==> src/rtl/div_unit.sv <==
// Signed restoring divider: quotient to DivLo, remainder to DivHi, truncating toward zero.
// Latency: DATA_W+1 cycles from the DivCtrl edge to DivDone; DivCtrl is ignored while DivBusy.
module div_unit #(
    parameter int DATA_W = 32
) (
    input  logic              clock,
    input  logic              reset,
    input  logic              DivCtrl,
    input  logic [DATA_W-1:0] A,
    input  logic [DATA_W-1:0] B,
    output logic [DATA_W-1:0] DivHi,
    output logic [DATA_W-1:0] DivLo,
    output logic              DivBusy,
    output logic              DivDone,
    output logic              DivZero
);
    localparam int CNT_W = (DATA_W > 1) ? $clog2(DATA_W) : 1;

    typedef enum logic [1:0] {IDLE, CALC, FIX} state_t;

    state_t              state_q, state_d;
    logic [CNT_W-1:0]    cnt_q, cnt_d;
    logic [DATA_W-1:0]   quo_q, quo_d;
    logic [DATA_W-1:0]   rem_q, rem_d;
    logic [DATA_W-1:0]   dvs_q, dvs_d;
    logic                qneg_q, qneg_d;
    logic                rneg_q, rneg_d;
    logic [DATA_W-1:0]   hi_q, hi_d;
    logic [DATA_W-1:0]   lo_q, lo_d;
    logic                busy_q, busy_d;
    logic                done_q, done_d;
    logic                zero_q, zero_d;

    // quo_q starts as |A| and shifts out dividend bits while quotient bits shift in.
    logic [DATA_W:0]     rem_sh;
    logic [DATA_W:0]     rem_sub;

    always_comb begin
        state_d = state_q;
        cnt_d   = cnt_q;
        quo_d   = quo_q;
        rem_d   = rem_q;
        dvs_d   = dvs_q;
        qneg_d  = qneg_q;
        rneg_d  = rneg_q;
        hi_d    = hi_q;
        lo_d    = lo_q;
        busy_d  = busy_q;
        done_d  = 1'b0;
        zero_d  = 1'b0;
        rem_sh  = {rem_q, quo_q[DATA_W-1]};
        rem_sub = rem_sh - {1'b0, dvs_q};

        case (state_q)
            IDLE: begin
                if (DivCtrl) begin
                    if (B == '0) begin
                        zero_d = 1'b1;
                    end else begin
                        quo_d   = A[DATA_W-1] ? -A : A;
                        dvs_d   = B[DATA_W-1] ? -B : B;
                        qneg_d  = A[DATA_W-1] ^ B[DATA_W-1];
                        rneg_d  = A[DATA_W-1];
                        rem_d   = '0;
                        cnt_d   = CNT_W'(DATA_W - 1);
                        busy_d  = 1'b1;
                        state_d = CALC;
                    end
                end
            end
            CALC: begin
                if (rem_sub[DATA_W]) begin
                    rem_d = rem_sh[DATA_W-1:0];
                    quo_d = {quo_q[DATA_W-2:0], 1'b0};
                end else begin
                    rem_d = rem_sub[DATA_W-1:0];
                    quo_d = {quo_q[DATA_W-2:0], 1'b1};
                end
                if (cnt_q == '0) begin
                    state_d = FIX;
                end else begin
                    cnt_d = cnt_q - 1'b1;
                end
            end
            FIX: begin
                lo_d    = qneg_q ? -quo_q : quo_q;
                hi_d    = rneg_q ? -rem_q : rem_q;
                done_d  = 1'b1;
                busy_d  = 1'b0;
                state_d = IDLE;
            end
            default: begin
                state_d = IDLE;
                busy_d  = 1'b0;
            end
        endcase
    end

    always_ff @(posedge clock or negedge reset) begin
        if (!reset) begin
            state_q <= IDLE;
            cnt_q   <= '0;
            quo_q   <= '0;
            rem_q   <= '0;
            dvs_q   <= '0;
            qneg_q  <= 1'b0;
            rneg_q  <= 1'b0;
            hi_q    <= '0;
            lo_q    <= '0;
            busy_q  <= 1'b0;
            done_q  <= 1'b0;
            zero_q  <= 1'b0;
        end else begin
            state_q <= state_d;
            cnt_q   <= cnt_d;
            quo_q   <= quo_d;
            rem_q   <= rem_d;
            dvs_q   <= dvs_d;
            qneg_q  <= qneg_d;
            rneg_q  <= rneg_d;
            hi_q    <= hi_d;
            lo_q    <= lo_d;
            busy_q  <= busy_d;
            done_q  <= done_d;
            zero_q  <= zero_d;
        end
    end

    assign DivHi   = hi_q;
    assign DivLo   = lo_q;
    assign DivBusy = busy_q;
    assign DivDone = done_q;
    assign DivZero = zero_q;
endmodule

==> config.mk <==
export PLATFORM = sky130hd
export DESIGN_NAME = div_unit
export DESIGN_NICKNAME = d
export VERILOG_FILES = /design/src/rtl/div_unit.sv
export SDC_FILE = /design/constraint.sdc
export NUM_CORES = 1
export LEC_CHECK = 0
export CAP_MARGIN = 10
export CORE_ASPECT_RATIO = 1.2
export CORE_MARGIN = 2
export CORE_UTILIZATION = 40
export CTS_BUF_LIST = sky130_fd_sc_hd__clkbuf_16
export DETAILED_ROUTE_END_ITERATION = 8
export PLACE_DENSITY_LB_ADDON = 0.1
export SYNTH_ARGS = -nofsm -noshare
export SYNTH_HDL_FRONTEND = slang
export SYNTH_SLANG_ARGS = --single-unit
==> constraint.sdc <==
create_clock -name clock -period 4.28 [get_ports clock]
set_clock_uncertainty 0.15 [all_clocks]
set_input_delay 0.856 -clock clock [delete_from_list [all_inputs] [get_ports clock]]
set_output_delay 0.856 -clock clock [all_outputs]
set_load 0.02 [all_outputs]
==> impl_results.md, run 1 <==
* Fraction of registers with async set/reset at 1.00
* Post-cts gate resize count at 0
* Post CTS Setup Buffer Count at 0
* Reg2Reg Setup Slack at 0.48 ns
* Main synth FF type: sky130_fd_sc_hd__dfrtp_1
* Total CTS buffers at 17
* Number of DRC markers after the initial detailed-route iteration at 460
* Hold Crit Start: DivLo[8]$_DFFE_PN0P_
* Setup Crit Path Kind: in -> reg
* Critical path origin: B[8]
* Floorplan core area at 0.0269 sq mm
* Number of cells produced by synthesis at 1,279
* Final setup vio count at 0
* GRT Util Overall at 0.208
* DRC at 0
* Layout area overhead at 22.0%
* Share of cell area taken by muxes after synthesis at 0.00931
* Simple-gate area share of the yosys netlist at 0.166
* Vias post-DR at 9,372
* Maximum ir drop on the vdd rail at ~440 uV
* Setup Slack @ Placement at 0.0419 ns
* PnR worst setup slack at between 0.4 and 0.5 ns
* Synth top area share at 0.396
* Slew headroom at 0.307
* Flip-flop and latch count after synthesis at 172
* Data required time at the worst endpoint at approximately 4.5 ns
* Setup TNS at 0 ns
* Synthesized area per cell at 8.51 sq um
* Fraction of layout instances using a drive strength above 1 at 0.0566
* Max Clock Freq at 263 MHz
* Cell area after synthesis at 0.0109 sq mm
* Syn_nets at 1,385
* Type of element capturing the critical path: register
* Worst path bufs/invs at 3
* Floorplan row count at 66
* Adder-cell area share of the yosys netlist at 0.0455
* Slowest cell on the critical path: sky130_fd_sc_hd__or4_4
* Tightest Pin Transition at around 1.0 ns
* Cts-stage hold buffer count at 0
* Ant. Diodes at 0
* Routability congestion estimate at around 0.84
* Vias per Instance at between 5 and 6
* Main combinational cell family by area after synthesis: compound AO/OA/AOI/OAI gates
* WP data arrival at 4.01 ns
* Leakage power at 0.00561 uW
* Initial standard-cell utilization of the core at 0.404
* Crit path cell chain: clkdlybuf4s50_1 > or4_4 > or4_1 > or3_4 > or2_4 > o41ai_4 > buf_12 > buf_4 > a32oi_1 > o21ai_0
* Number of global-route vias before repair at 9,096
* Total Die Area at between 0.02 and 0.03 sq mm
* Path category of the worst min-delay check: reg -> reg
* Die width at 155 microns
* Setup repair after global routing missed its margin: false
* Remaining antenna violation count after routing at 0
* Average wire per cell in the routed design at roughly 16 microns
* Max-slew violations at 0
* Die span in y at between 150 and 200 microns
* Launch instance of the worst register-to-register path: quo_q[31]$_DFFE_PN0P_
* Peak per-stage delay on the critical path at 0.54 ns
* Share of the synthesized area in compound gates (AO/OA/AOI/OAI) at 0.219
* Sequential share of the synthesized area at 0.396
* # clock sinks at 172
* Fin crit period at 3.81 ns
* Length of the first detailed-routing pass in iterations at 4
* Maximum Capacitance Violations at 0
* Count of nets after finishing at 1,508
* Top area cells in the synthesized netlist: sky130_fd_sc_hd__dfrtp_1 (40%), sky130_fd_sc_hd__o21ai_0 (8.9%), sky130_fd_sc_hd__xor2_1 (7.6%)
* Result of the run: finished clean
* Dominant cell type by area after synthesis: sky130_fd_sc_hd__dfrtp_1
* Latest clock arrival within the worst-skew pair at 0.43 ns
* Detailed-placement wirelength estimate at 22,100 microns
* Max Root-Sink Buffers at 2
* Top Family by Delay on Critical Path: simple AND/OR/NAND/NOR gates
* Overall routed net length at 28,900 microns
* GRT overflow at 0
* Initial antenna violation count at 0
* Placed inst area at 0.0127 sq mm
* Number of enable flip-flop cells after synthesis at 0
* Power Density at 770 mW/mm^2
* Number of hold violations in the final report at 0
* CTS root buffer: sky130_fd_sc_hd__clkbuf_16
* Clock tree from TritonCTS: built
* Share of the cycle needed by the critical path after routing at 0.890
* Critical Path Fanout Max at 31
* CTS H-tree depth at 4
* Maximum number of pins on one net before global-route repair at between 80 and 90
* Global-route wire length before repair at 47,200 microns
* Fraction of synthesized cell area in xor and xnor cells at 0.120
* Ys Warns at 0
* Count of unique library cells instantiated by Yosys at 64
* Clock Pin Slew Worst Setup and Hold Paths at 0.07 ns
* Count of boundary I/O pins at around 130
* Port Buf Inserts at 133
* Filler instances at around 2,700
* Kind of launch point of the worst setup path: primary input
* Final non-filler cell area at between 0.01 and 0.015 sq mm
-- cell families after synthesis --
family / Yosys count
AO/OA/AOI/OAI: 387
XOR/XNOR: 149
adder cells (fa/ha/maj): 39
buffers and inverters: 123
flip-flops: 172
multiplexers: 10
AND/OR/NAND/NOR: 399
-- power breakdown --
group | internal [uW] | switching [uW] | total, uW
registers | 2230 | 730 | 2960
logic | 2550 | 3240 | 5790
clock network | 798 | 682 | 1480
total | 5580 | 4650 | 10200
-- cell usage in the layout (no fill, tap or decap), types with 19 or more instances in the layout --
cell type and n:
sky130_fd_sc_hd__a21oi_1 51, sky130_fd_sc_hd__buf_4 30, sky130_fd_sc_hd__clkdlybuf4s50_1 132, sky130_fd_sc_hd__dfrtp_1 172, sky130_fd_sc_hd__ha_1 38, sky130_fd_sc_hd__inv_1 59, sky130_fd_sc_hd__nand2_1 207, sky130_fd_sc_hd__nor2_1 78
sky130_fd_sc_hd__o21ai_0 193, sky130_fd_sc_hd__o31ai_1 38, sky130_fd_sc_hd__or3_1 19, sky130_fd_sc_hd__or4_1 19, sky130_fd_sc_hd__xnor2_1 55, sky130_fd_sc_hd__xor2_1 93
-- cell type report --
class / instances / area (sq um) / share of cell area
clock buffers: 17 / 425 / 0.0320
clock inverters: 14 / 120 / 0.00904
inverters: 59 / 221 / 0.0167
multi-input cells: 984 / 6130 / 0.461
flip-flops and latches: 172 / 4300 / 0.324
well taps: 340 / 425 / 0.0320
repair buffers: 168 / 1660 / 0.125
-- worst reg2reg max path, stage by stage, from the launching register on --
cell and delay (ns):
sky130_fd_sc_hd__dfrtp_1 0.41, sky130_fd_sc_hd__inv_1 0.11, sky130_fd_sc_hd__ha_1 0.26, sky130_fd_sc_hd__fa_1 0.39, sky130_fd_sc_hd__nand2b_1 0.20, sky130_fd_sc_hd__a21o_1 0.22
sky130_fd_sc_hd__a21boi_0 0.18, sky130_fd_sc_hd__a211oi_1 0.10, sky130_fd_sc_hd__buf_4 0.16, sky130_fd_sc_hd__nand2_1 0.09, sky130_fd_sc_hd__a41oi_1 0.16, sky130_fd_sc_hd__buf_4 0.20
sky130_fd_sc_hd__xnor2_1 0.46, sky130_fd_sc_hd__buf_4 0.28, sky130_fd_sc_hd__mux2i_1 0.19, sky130_fd_sc_hd__o21ai_0 0.09
-- per-stage QoR --
stage                     total power (uW)  std cells   util  hold slack [ns]
final                                10200       1754  0.493            0.325
after global routing                 11200       1754  0.493            0.348
after CTS                            10300       1754  0.493            0.335
after detailed placement              8820       1723  0.473            0.319
after global placement                8720       1723  0.473            0.311
after floorplan                       7060       1279      -            0.300
-- metal layers --
layer	GRT usage	vias to the layer above	wire length (microns)
li1	-	4757	-
met1	0.252	4450	12200
met2	0.381	135	15500
met3	0.0294	30	688
met4	0.0644	0	609
met5	0	-	0
-- sequential cells by signal, summed over array words and instances, names as in the netlist, 2 cells and up --
signal / cells
cnt_q: 5
rem_q: 32
quo_q: 32
dvs_q: 32
state_q: 2
DivLo: 32
DivHi: 32
-- final timing paths --
path | to | cells after the start
worst max-delay path | rem_q[27]$_DFFE_PN0P_ | 10
worst min-delay path | DivLo[8]$_DFFE_PN0P_ | 2
worst max register to register | rem_q[20]$_DFFE_PN0P_ | 15
worst min register to register | DivLo[8]$_DFFE_PN0P_ | 2
max in group asynchronous | DivLo[15]$_DFFE_PN0P_ | 2
min in group asynchronous | DivLo[25]$_DFFE_PN0P_ | 1
-- synth_stat cells (17+ instances only) --
master	number
sky130_fd_sc_hd__xor2_1	94
sky130_fd_sc_hd__o31ai_1	38
sky130_fd_sc_hd__nor2_1	78
sky130_fd_sc_hd__or3_1	19
sky130_fd_sc_hd__clkbuf_1	52
sky130_fd_sc_hd__xnor2_1	55
sky130_fd_sc_hd__a21oi_1	51
sky130_fd_sc_hd__o41ai_1	17
sky130_fd_sc_hd__ha_1	38
sky130_fd_sc_hd__dfrtp_1	172
sky130_fd_sc_hd__nand2_1	207
sky130_fd_sc_hd__inv_1	59
sky130_fd_sc_hd__o21ai_0	193
sky130_fd_sc_hd__or4_1	19
(Power assumes the default switching activity.)
==> inputs of run 2 (changes only) <==
- HOLD_SLACK_MARGIN: not set -> 0.05
==> results of run 2 <==
The final DEF is identical to that of run 1; final timing and power are the same.
==> inputs of run 3 (changes only) <==
- SKIP_LAST_GASP: not set -> 1
==> results of run 3 <==
The final DEF is identical to that of run 1; final timing and power are the same.
